<file path="src/rtl/l2_req_arbiter.sv">
// l2_req_arbiter: shares the single L2 request port between L1D and L1I.
// Holds one transaction outstanding at a time. Miss pulses are latched into
// pending bits and granted round-robin. Responses are steered back to the
// granted side. Also sequences the hierarchy flush: both L1 flushes, then one
// L2 flush, with new grants held off while the L2 flush is pending.
// Ports:
//   clk, reset                    clock, synchronous active-high reset
//   l1d_req_* / l1d_rsp_valid     L1D miss pulse + fields, response strobe
//   l1i_req_* / l1i_rsp_valid     L1I miss pulse + fields, response strobe
//   l2_req_* / l2_req_ack         registered request to L2, accept strobe
//   l2_rsp_valid                  L2 response strobe
//   flush_req_l1d/l1i             flush-start pulses from the core
//   l1d/l1i/l2_flush_complete     flush-done pulses
//   l2_flush_req, flush_busy      L2 flush pulse, flush-in-progress flag
//   flush_done                    pulse when the L2 flush completes
//   gnt_l1d_count, gnt_l1i_count  wrapping grant counters
module l2_req_arbiter #(
  parameter int unsigned ADDR_WIDTH = 32,
  parameter int unsigned DATA_WIDTH = 128,
  parameter int unsigned CNT_WIDTH  = 32
) (
  input  logic                  clk,
  input  logic                  reset,
  input  logic                  l1d_req_valid,
  input  logic [ADDR_WIDTH-1:0] l1d_req_addr,
  input  logic [3:0]            l1d_req_opcode,
  input  logic [DATA_WIDTH-1:0] l1d_req_store_data,
  output logic                  l1d_rsp_valid,
  input  logic                  l1i_req_valid,
  input  logic [ADDR_WIDTH-1:0] l1i_req_addr,
  input  logic [3:0]            l1i_req_opcode,
  output logic                  l1i_rsp_valid,
  output logic                  l2_req_valid,
  input  logic                  l2_req_ack,
  output logic [ADDR_WIDTH-1:0] l2_req_addr,
  output logic [3:0]            l2_req_opcode,
  output logic [DATA_WIDTH-1:0] l2_req_store_data,
  input  logic                  l2_rsp_valid,
  input  logic                  flush_req_l1d,
  input  logic                  flush_req_l1i,
  input  logic                  l1d_flush_complete,
  input  logic                  l1i_flush_complete,
  output logic                  l2_flush_req,
  input  logic                  l2_flush_complete,
  output logic                  flush_busy,
  output logic                  flush_done,
  output logic [CNT_WIDTH-1:0]  gnt_l1d_count,
  output logic [CNT_WIDTH-1:0]  gnt_l1i_count
);

  typedef enum logic [1:0] {ARB_IDLE, ARB_L1D, ARB_L1I} arb_state_e;
  typedef enum logic [1:0] {F_IDLE, F_WAIT_L1, F_L2_REQ, F_L2_WAIT} flush_state_e;

  arb_state_e              arb_q, arb_d;
  flush_state_e            fst_q, fst_d;
  logic                    pend_l1d_q, pend_l1d_d, pend_l1i_q, pend_l1i_d;
  logic                    pend_l1d_n, pend_l1i_n;
  logic                    last_gnt_q, last_gnt_d;   // 0: L1D granted last
  logic                    req_out_q, req_out_d;
  logic [ADDR_WIDTH-1:0]   addr_q, addr_d;
  logic [3:0]              opcode_q, opcode_d;
  logic [DATA_WIDTH-1:0]   data_q, data_d;
  logic [CNT_WIDTH-1:0]    gnt_l1d_cnt_q, gnt_l1d_cnt_d, gnt_l1i_cnt_q, gnt_l1i_cnt_d;
  logic                    done_l1d_q, done_l1d_d, done_l1i_q, done_l1i_d;
  logic                    l2_flush_req_q, l2_flush_req_d;
  logic                    gnt_l1d, gnt_l1i, flush_block;

  assign pend_l1d_n  = pend_l1d_q | l1d_req_valid;
  assign pend_l1i_n  = pend_l1i_q | l1i_req_valid;
  assign flush_block = (fst_q == F_L2_REQ) || (fst_q == F_L2_WAIT);

  // State and output registers.
  always_ff @(posedge clk) begin
    if (reset) begin
      arb_q          <= ARB_IDLE;
      fst_q          <= F_IDLE;
      pend_l1d_q     <= 1'b0;
      pend_l1i_q     <= 1'b0;
      last_gnt_q     <= 1'b0;
      req_out_q      <= 1'b0;
      addr_q         <= '0;
      opcode_q       <= '0;
      data_q         <= '0;
      gnt_l1d_cnt_q  <= '0;
      gnt_l1i_cnt_q  <= '0;
      done_l1d_q     <= 1'b0;
      done_l1i_q     <= 1'b0;
      l2_flush_req_q <= 1'b0;
    end else begin
      arb_q          <= arb_d;
      fst_q          <= fst_d;
      pend_l1d_q     <= pend_l1d_d;
      pend_l1i_q     <= pend_l1i_d;
      last_gnt_q     <= last_gnt_d;
      req_out_q      <= req_out_d;
      addr_q         <= addr_d;
      opcode_q       <= opcode_d;
      data_q         <= data_d;
      gnt_l1d_cnt_q  <= gnt_l1d_cnt_d;
      gnt_l1i_cnt_q  <= gnt_l1i_cnt_d;
      done_l1d_q     <= done_l1d_d;
      done_l1i_q     <= done_l1i_d;
      l2_flush_req_q <= l2_flush_req_d;
    end
  end

  // Arbiter: round-robin grant from idle, track ack/response while granted.
  always_comb begin
    arb_d         = arb_q;
    pend_l1d_d    = pend_l1d_n;
    pend_l1i_d    = pend_l1i_n;
    last_gnt_d    = last_gnt_q;
    req_out_d     = req_out_q;
    addr_d        = addr_q;
    opcode_d      = opcode_q;
    data_d        = data_q;
    gnt_l1d_cnt_d = gnt_l1d_cnt_q;
    gnt_l1i_cnt_d = gnt_l1i_cnt_q;
    gnt_l1d       = 1'b0;
    gnt_l1i       = 1'b0;
    case (arb_q)
      ARB_IDLE: begin
        if (!flush_block) begin
          if (pend_l1d_n && pend_l1i_n) begin
            gnt_l1i = ~last_gnt_q;
            gnt_l1d = last_gnt_q;
          end else begin
            gnt_l1d = pend_l1d_n;
            gnt_l1i = pend_l1i_n;
          end
        end
      end
      ARB_L1D, ARB_L1I: begin
        if (l2_req_ack) req_out_d = 1'b0;
        if (l2_rsp_valid) begin
          req_out_d = 1'b0;
          arb_d     = ARB_IDLE;
        end
      end
      default: arb_d = ARB_IDLE;
    endcase
    if (gnt_l1d) begin
      arb_d         = ARB_L1D;
      pend_l1d_d    = 1'b0;
      last_gnt_d    = 1'b0;
      req_out_d     = 1'b1;
      addr_d        = l1d_req_addr;
      opcode_d      = l1d_req_opcode;
      data_d        = l1d_req_store_data;
      gnt_l1d_cnt_d = gnt_l1d_cnt_q + CNT_WIDTH'(1);
    end
    if (gnt_l1i) begin
      arb_d         = ARB_L1I;
      pend_l1i_d    = 1'b0;
      last_gnt_d    = 1'b1;
      req_out_d     = 1'b1;
      addr_d        = l1i_req_addr;
      opcode_d      = l1i_req_opcode;
      data_d        = '0;
      gnt_l1i_cnt_d = gnt_l1i_cnt_q + CNT_WIDTH'(1);
    end
  end

  // Flush sequencer: L1 flushes, then a single L2 flush once the port is quiet.
  always_comb begin
    fst_d          = fst_q;
    done_l1d_d     = done_l1d_q;
    done_l1i_d     = done_l1i_q;
    l2_flush_req_d = 1'b0;
    case (fst_q)
      F_IDLE: begin
        if (flush_req_l1d || flush_req_l1i) begin
          fst_d      = F_WAIT_L1;
          // A side that was not asked to flush counts as already done.
          done_l1d_d = ~flush_req_l1d | l1d_flush_complete;
          done_l1i_d = ~flush_req_l1i | l1i_flush_complete;
        end
      end
      F_WAIT_L1: begin
        if (l1d_flush_complete) done_l1d_d = 1'b1;
        if (l1i_flush_complete) done_l1i_d = 1'b1;
        if (done_l1d_q && done_l1i_q) fst_d = F_L2_REQ;
      end
      F_L2_REQ: begin
        if (arb_q == ARB_IDLE && !req_out_q) begin
          l2_flush_req_d = 1'b1;
          fst_d          = F_L2_WAIT;
        end
      end
      F_L2_WAIT: begin
        if (l2_flush_complete) begin
          fst_d      = F_IDLE;
          done_l1d_d = 1'b0;
          done_l1i_d = 1'b0;
        end
      end
      default: fst_d = F_IDLE;
    endcase
  end

  assign l2_req_valid      = req_out_q;
  assign l2_req_addr       = addr_q;
  assign l2_req_opcode     = opcode_q;
  assign l2_req_store_data = data_q;
  assign gnt_l1d_count     = gnt_l1d_cnt_q;
  assign gnt_l1i_count     = gnt_l1i_cnt_q;
  assign l2_flush_req      = l2_flush_req_q;
  assign flush_busy        = (fst_q != F_IDLE);
  // Response and flush-done strobes follow their trigger inputs in-cycle.
  assign l1d_rsp_valid     = (arb_q == ARB_L1D) && l2_rsp_valid;
  assign l1i_rsp_valid     = (arb_q == ARB_L1I) && l2_rsp_valid;
  assign flush_done        = (fst_q == F_L2_WAIT) && l2_flush_complete;

endmodule

</file>
<file path="config.mk">
export PLATFORM = sky130hd
export DESIGN_NAME = l2_req_arbiter
export DESIGN_NICKNAME = d
export VERILOG_FILES = /design/src/rtl/l2_req_arbiter.sv
export SDC_FILE = /design/constraint.sdc
export NUM_CORES = 1
export LEC_CHECK = 0
export BUFFER_PORTS_ARGS = -buffer_cell sky130_fd_sc_hd__buf_2
export CAP_MARGIN = 30
export CORE_AREA = 4 4 171 173
export CTS_BUF_LIST = sky130_fd_sc_hd__clkbuf_8
export CTS_CLUSTER_DIAMETER = 80
export DETAILED_ROUTE_END_ITERATION = 6
export DIE_AREA = 0 0 175 177
export PLACE_DENSITY_LB_ADDON = 0.1
export SETUP_SLACK_MARGIN = 0.15
export SLEW_MARGIN = 20
export SYNTH_ARGS = -nofsm -noshare
export SYNTH_HDL_FRONTEND = slang
export SYNTH_SLANG_ARGS = --single-unit
</file>
<file path="constraint.sdc">
create_clock -name clk -period 3.6 [get_ports clk]
set_clock_uncertainty 0.2 [all_clocks]
set_input_delay 0.72 -clock clk [delete_from_list [all_inputs] [get_ports clk]]
set_output_delay 0.72 -clock clk [all_outputs]
set_load 0.01 [all_outputs]
</file>
# --- Word level (Yosys, flattened, before mapping) ---
# Cells that the tools add are included.
word_totals:
  reg_bits: 239
  in_bits: 211
  out_inout_bits: 234
  word_cells: 100
op_classes:
  n_addsub: 2
  n_eq_ne: 15
  n_mux: 34
  n_bitwise: 8
  n_reduce_logical: 26
ops:
  columns: ["operator", "n"]
  rows:
  - ["32-bit by 1-bit adder with 32-bit output (second input constant)", 2]
  - ["32-bit 2-to-1 mux", 2]
  - ["1-bit 2-to-1 mux", 19]
  - ["2-bit 2-to-1 mux", 7]
  - ["2-bit != test (second input constant)", 6]
  - ["4-bit AND reduction", 3]
  - ["4-bit 2-to-1 mux", 2]
  - ["2-bit one-hot mux with 4 select lines", 1]
  - ["2-bit OR reduction", 4]
  - ["2-bit equality test (second input constant)", 3]
  - ["1-bit logical AND", 6]
  - ["3-bit != test (second input constant)", 2]
  - ["1-bit one-hot mux with 3 select lines", 2]
  - ["2-bit AND reduction", 3]
  - ["3-bit nonzero test", 2]
  - ["2-bit by 1-bit equality test with 1-bit output (second input constant)", 2]
  - ["2-bit logical NOT", 2]
  - ["4-bit != test (second input constant)", 1]
  - ["1-bit inverter", 4]
  - ["1-bit OR", 4]
  - ["2-bit one-hot mux with 2 select lines", 1]
  - ["2-bit nonzero test", 2]
  - ["4-bit nonzero test", 1]
  - ["1-bit logical OR", 2]
  - ["other kinds (2)", 2]

# --- Depth between registers and ports, before layout ---
# Gate-level depths: netlist of run 1.
depth:
  word_depth: 7
  mapped_depth: 9
  ltp_nobuf: 6

# --- Worst setup path after synthesis of run 1 ---
# No wires, ideal clock.
synth_timing:
  path_type: "register -> register"
  start: "register fst_q[0]"
  end: "register gnt_l1i_cnt_q[25] (netlist: gnt_l1i_count[25])"
  setup_time_ps: 121
  arrival_time_ps: 2489
  t_required_ps: 3279
  path_slack_ps: 790
  stages_incl_launch_ff: 9
  path_buffers: 2
  period_less_slack_ps: 2810
  path_cell_list: "dfxtp_1 inv_1 ha_1 or3b_4 or4_1 buf_2 buf_6 nor4_1 mux2_2"
synth_via:
  elab_chain_len: 4
  elab_cells_between_ends: 5
  cone_classes: "eq/ne (2); mux (2); reduce/logical (1)"
synth_rtl:
  columns: ["item", "line", "rtl"]
  rows:
  - ["start: declaration", "55", "flush_state_e fst_q, fst_d;"]
  - ["start signal: assignment", "91", "fst_q <= fst_d;"]
  - ["2-bit equality test", "70", "assign flush_block = (fst_q == F_L2_REQ) || (fst_q == F_L2_WAIT);"]
  - ["1-bit logical OR *", "70", null]
  - ["1-bit 2-to-1 mux *", "123", "if (!flush_block) begin"]
  - ["1-bit 2-to-1 mux *", "121", "case (arb_q)"]
  - ["end signal: assignment", "100", "gnt_l1i_cnt_q <= gnt_l1i_cnt_d;"]
  - ["end: declaration", "63", "logic [CNT_WIDTH-1:0] gnt_l1d_cnt_q, gnt_l1d_cnt_d, gnt_l1i_cnt_q, gnt_l1i_cnt_d;"]
# Mark *: on every way between the ends. The rest lies on a longest branch, timed or not.
# A chain may end at the register's enable or synchronous reset.

# --- Worst setup path after layout of run 1 ---
layout_timing:
  start: "register fst_q[0]"
  end: "register gnt_l1i_cnt_q[23] (netlist: gnt_l1i_count[23])"
# Same word-level chain as after synthesis.

==> flow_summary.json, run 1 <==
{
  "grt_start_max_net_pins": 93,
  "rows": 61,
  "hold_depth": 3,
  "required_ns": 3.86,
  "core-area_um2": 27600,
  "drt_first_pass_iters": 7,
  "finalHoldViolations": 0,
  "yosysTopAreaCell": "dfxtp_1",
  "synth_edf_count": 0,
  "design_area_um2": 13100,
  "vias": 10100,
  "first_iter_violations": 575,
  "reg2reg_from": "fst_q[0]",
  "power.leakage_uw": 0.00582,
  "irDropWorstVdd_v": 0.000457,
  "critPathMaxFanout": 16,
  "r2r_end": "gnt_l1i_count[23]",
  "nFillCells": 2863,
  "cts_tree": "yes",
  "synth_cell_types": 44,
  "yosysWarnings": 0,
  "synthFlopType": "dfxtp_1",
  "initial_core_util": 0.351,
  "worstRegToRegCells": 7,
  "synth_top_area_frac": 0.494,
  "relSlewSlack": 0.404,
  "utilization": 0.476,
  "cts_setup_buffers": 0,
  "tns_ns": 0,
  "synthArstFlopShare": 0,
  "grt_pass1_vias": 9694,
  "htree_num_levels": 2,
  "fmax_mhz": 313,
  "cts_hold_buf": 0,
  "ioPinCount": 445,
  "antenna_found_initial": 15,
  "syn2layout_area_growth_pct": 35.7,
  "syn_nets": 1429,
  "crit_arrival_ns": 3.45,
  "dp_hpwl_um": 24700,
  "synthCells": 1208,
  "cts_resized": 0,
  "nets": 1845,
  "drt-vias-per-instance": 4.94,
  "fin_crit_ns": 3.19,
  "hp-start": "l1d_req_store_data[9]",
  "overflow": 0,
  "worst_slew_pin_slew_ns": 0.872,
  "portBuffers": 444,
  "placed_cell_area_um2": 12300,
  "synth.area.top_cells": "dfxtp_1 (49%), nand2_1 (14%), a21oi_1 (8.9%), a311oi_1 (3.3%), clkbuf_1 (3.0%)",
  "holdCritPathClass": "input port to register",
  "powerDensity_nw_per_um2": 746,
  "die_area_um2": 31000,
  "drive_gt1_frac": 0.326,
  "grt_usage": 0.210,
  "ff2ff_setup_slack_ns": 0.41,
  "clk_latency_ns": 0.53,
  "finalSetupViolCount": 0,
  "clock-root-buffer": "clkbuf_8",
  "gp_congestion": 0.833,
  "path_clk_slew_ns": 0.06,
  "drv_cap": 0,
  "dieWidth_um": 175,
  "clockBufferDepth": 3,
  "ys_ff_latch": 239,
  "drc": 0,
  "ys_seq_area_frac": 0.494,
  "wl_per_cell_um": 16.9,
  "syn_area_um2": 9690,
  "die_h_um": 177,
  "worstSetupStartpoint": "fst_q[0]",
  "end_kind": "register",
  "synth_area_per_cell_um2": 8.02,
  "status": "complete, no violations",
  "finalPower_uw": 9810,
  "min_to": "l2_req_store_data[9]",
  "synth_commonest_cells": "nand2_1 (349), dfxtp_1 (239), a21oi_1 (172), clkbuf_1 (78), nor2_1 (69)",
  "ant_nets": 0,
  "grt_pass1_wl_um": 52900,
  "rsz0062_at_grt": "false",
  "cts.sinks": 239,
  "wirelength_um": 34600,
  "synth.most_common_cell": "nand2_1",
  "fin_crit_sh": 0.886,
  "start_kind": "register",
  "slew_viol_final": 0,
  "critical_path_class": "register to register",
  "cts_buffers": 44
}
## routing by layer
metal,global-route usage,share of wire
met2,0.362,0.50
met5,0,0.0030
met3,0.0718,0.079
met4,0.0645,0.024
met1,0.247,0.40
## critical path, stage by stage, from the launching register on
cell     delay (ns)
dfxtp_1        0.46
inv_1          0.12
ha_1           0.28
or3b_4         0.42
or4_1          0.77
buf_4          0.27
or4_1          0.46
a21oi_1        0.14
## metrics by stage
step / instances / setup slack [ns] / hold WS (ns)
finish: 2042 / 0.410 / 0.222
global route: 2040 / 0.234 / 0.182
CTS: 2034 / 0.408 / 0.178
detailed placement: 1956 / 0.420 / 0.243
global placement: 1956 / 0.438 / 0.239
floorplan: 1208 / 0.790 / 0.254
## cells by family after synthesis
kind of cell	Yosys count	share of synthesized area
and+or+nand+nor	564	0.261
AOI/OAI and AO/OA	269	0.166
DFF	239	0.494
buffers and inverters	101	0.0403
muxes	16	0.0181
adders and majority gates	10	0.0129
xor gates and xnor gates	9	0.00813
## cell usage in the layout, fill, tap and decap left out, drive strengths merged, types with 14 or more instances in the layout
cell type,count
nand2,349
nor4,15
or3,14
a311oi,36
buf,459
clkbuf,56
o21ai,16
nor2,69
nor2b,15
nand4,22
or4,27
inv,32
nand3,23
dfxtp,239
o31ai,25
a21oi,172
## flip-flops by register name (all words and copies together), names as in the netlist, 2 cells and up
| signal | cells |
|---|---|
| l2_req_addr | 32 |
| arb_q | 2 |
| l2_req_opcode | 4 |
| fst_q | 2 |
| l2_req_store_data | 128 |
| gnt_l1d_count | 32 |
| gnt_l1i_count | 32 |
## power by group
part / internal [uW] / switching, uW / total (uW)
Sequential: 3250 / 326 / 3570
Combinational: 1280 / 2460 / 3750
Clock: 1390 / 1100 / 2490
## worst max path at each step
stage | end | slack (ns)
finish | gnt_l1i_count[23] | 0.41
global route | gnt_l1i_count[23] | 0.23
CTS | gnt_l1i_count[23] | 0.41
detailed placement | gnt_l1i_count[23] | 0.42
global placement | gnt_l1i_count[23] | 0.44
floorplan | gnt_l1i_count[25] | 0.79
## layout make-up
class	instances	area (um2)	area share
well taps	378	473	0.0360
clock inverters	22	90.1	0.00685
flip-flops and latches	239	4780	0.364
diodes	8	20.0	0.00152
inverters	12	45.0	0.00343
clock buffers	56	771	0.0586
repair buffers	459	2410	0.184
multi-input cells	868	4550	0.346
Power figures use the tool's default switching activity.
==> run 2, diff against run 1 <==
Settings changed: BUFFER_PORTS_ARGS -buffer_cell sky130_fd_sc_hd__buf_2 to not set, CELL_PAD_IN_SITES_DETAIL_PLACEMENT set to 0, CELL_PAD_IN_SITES_GLOBAL_PLACEMENT set to 1, DONT_BUFFER_PORTS set to 1.
==> flow_summary.json, run 2 (synthesized netlist as in run 1, its figures left out) <==
{
  "finalHoldViolations": 0,
  "crit_arrival_ns": 3.21,
  "busiest_layer": "met2",
  "required_ns": 3.81,
  "grt_pass1_vias": 8078,
  "initial_core_util": 0.351,
  "drv_cap": 0,
  "start_kind": "register",
  "status": "complete, no violations",
  "slowest_delay_ns": 0.51,
  "fin_crit_sh": 0.834,
  "hp-start": "reset",
  "clock-root-buffer": "clkbuf_8",
  "grt_util_met2": 0.340,
  "dp.cells": 1511,
  "crit_chain": "inv_1, ha_1, or3b_4, or4_1, buf_4, nor4_1, mux2_2",
  "stdcell_count": 1588,
  "power.leakage_uw": 0.00373,
  "irDropWorstVdd_v": 0.000411,
  "grt_start_max_net_pins": 121,
  "ant_nets": 0,
  "final_common_cell": "nand2_1",
  "cts_hold_buf": 0,
  "end_kind": "register",
  "relSlewSlack": 0.638,
  "portBuffers": 0,
  "syn2layout_area_growth_pct": 13.0,
  "gp_congestion": 0.792,
  "holdCritPathClass": "input port to register",
  "cts_setup_buffers": 0,
  "rows": 61,
  "cts.sinks": 239,
  "dp_hpwl_um": 23400,
  "path_clk_slew_ns": 0.06,
  "worst_slew_pin_slew_ns": 0.543,
  "rsz0062_at_grt": "false",
  "drt_first_pass_iters": 4,
  "clockBufferDepth": 3,
  "ioPinCount": 445,
  "htree_num_levels": 2,
  "die_h_um": 177,
  "clk_latency_ns": 0.53,
  "overflow": 0,
  "use_met3": 0.0887,
  "crit_family": "simple AND/OR/NAND/NOR gates",
  "worstSetupStartpoint": "fst_q[0]",
  "slew_viol_final": 0,
  "cp.buffers_inverters": 2,
  "nFillCells": 2911,
  "tns_ns": 0,
  "finalSetupViolCount": 0,
  "fmax_mhz": 333,
  "largest_reg_flops": 128,
  "wl_per_cell_um": 21.2,
  "core-area_um2": 27600,
  "drt-vias-per-instance": 5.32,
  "antenna_found_initial": 2,
  "die_area_um2": 31000,
  "reg2reg_from": "fst_q[0]",
  "cts_tree": "yes",
  "drive_gt1_frac": 0.0819,
  "fin_crit_ns": 3.00,
  "mostFrequentLayoutCells": "nand2_1 (348), dfxtp_1 (239), a21oi_1 (172)",
  "vias": 8455,
  "cpMaxStageDelayCell": "or4_1",
  "cts_resized": 0,
  "critPathMaxFanout": 25,
  "dieWidth_um": 175,
  "first_iter_violations": 516,
  "powerDensity_nw_per_um2": 859,
  "cts_buffers": 43,
  "finalPower_uw": 9410,
  "use_met1": 0.235,
  "grt_usage": 0.202,
  "drc": 0,
  "grt_pass1_wl_um": 49700,
  "critical_path_class": "register to register",
  "nets": 1400,
  "wirelength_um": 33600
}
run 2: changes by cell type in the layout (fill, tap and decap cells not counted), sizes merged:
cell          before  now
buf              459   14
clkbuf            56   57
dlymetal6s2s       0    1
inv               32   24
clkinv             2    5
bufinv             0    1
diode              8    1
run 2: power by group:
part	internal, uW	total, uW	switching, uW
Sequential	3250	4050	800
Clock	1480	2600	1120
Combinational	892	2760	1860
run 2: final cells by class:
| class | count | area (um2) | share of cell area |
|---|---|---|---|
| timing repair buffer | 15 | 205 | 0.0187 |
| antenna | 1 | 2.50 | 0.000228 |
| sequential | 239 | 4780 | 0.437 |
| multi-input combinational | 868 | 4560 | 0.416 |
| clock inverter | 18 | 100 | 0.00914 |
| inverter | 12 | 45.0 | 0.00411 |
| tap | 378 | 473 | 0.0432 |
| clock buffer | 57 | 785 | 0.0716 |
run 2: routing by layer:
metal,share of wire,routed length [um],vias to the layer above
met5,0.00039,13,-
met4,0.022,736,2
met1,0.38,12800,3956
li1,-,-,4135
met3,0.10,3360,57
met2,0.50,16700,305
run 2: path summary, 6_finish.rpt:
kind              cells after the start           endpoint  slack (ns)
hold / removal                        1         done_l1i_q        0.07
setup reg to reg                      7  gnt_l1i_count[31]        0.60
setup / recovery                      7  gnt_l1i_count[31]        0.60
hold reg to reg                       2         done_l1i_q        0.29
run 2: metrics by stage:
step	worst slack [ns]	utilization	instance area, um2	hold slack (ns)
3_5_place_dp	0.610	0.364	10100	0.285
2_1_floorplan	0.790	-	9690	0.254
3_3_place_gp	0.656	0.364	10100	0.276
6_report	0.597	0.396	11000	0.0718
4_1_cts	0.602	0.396	10900	0.0131
5_1_grt	0.448	0.396	11000	0.0331
run 2: worst reg2reg max path: stages (launching register included):
cell and delay, ns:
dfxtp_1 0.46, inv_1 0.13, ha_1 0.28, or3b_4 0.42, or4_1 0.51, buf_4 0.23, nor4_1 0.30, mux2_2 0.36
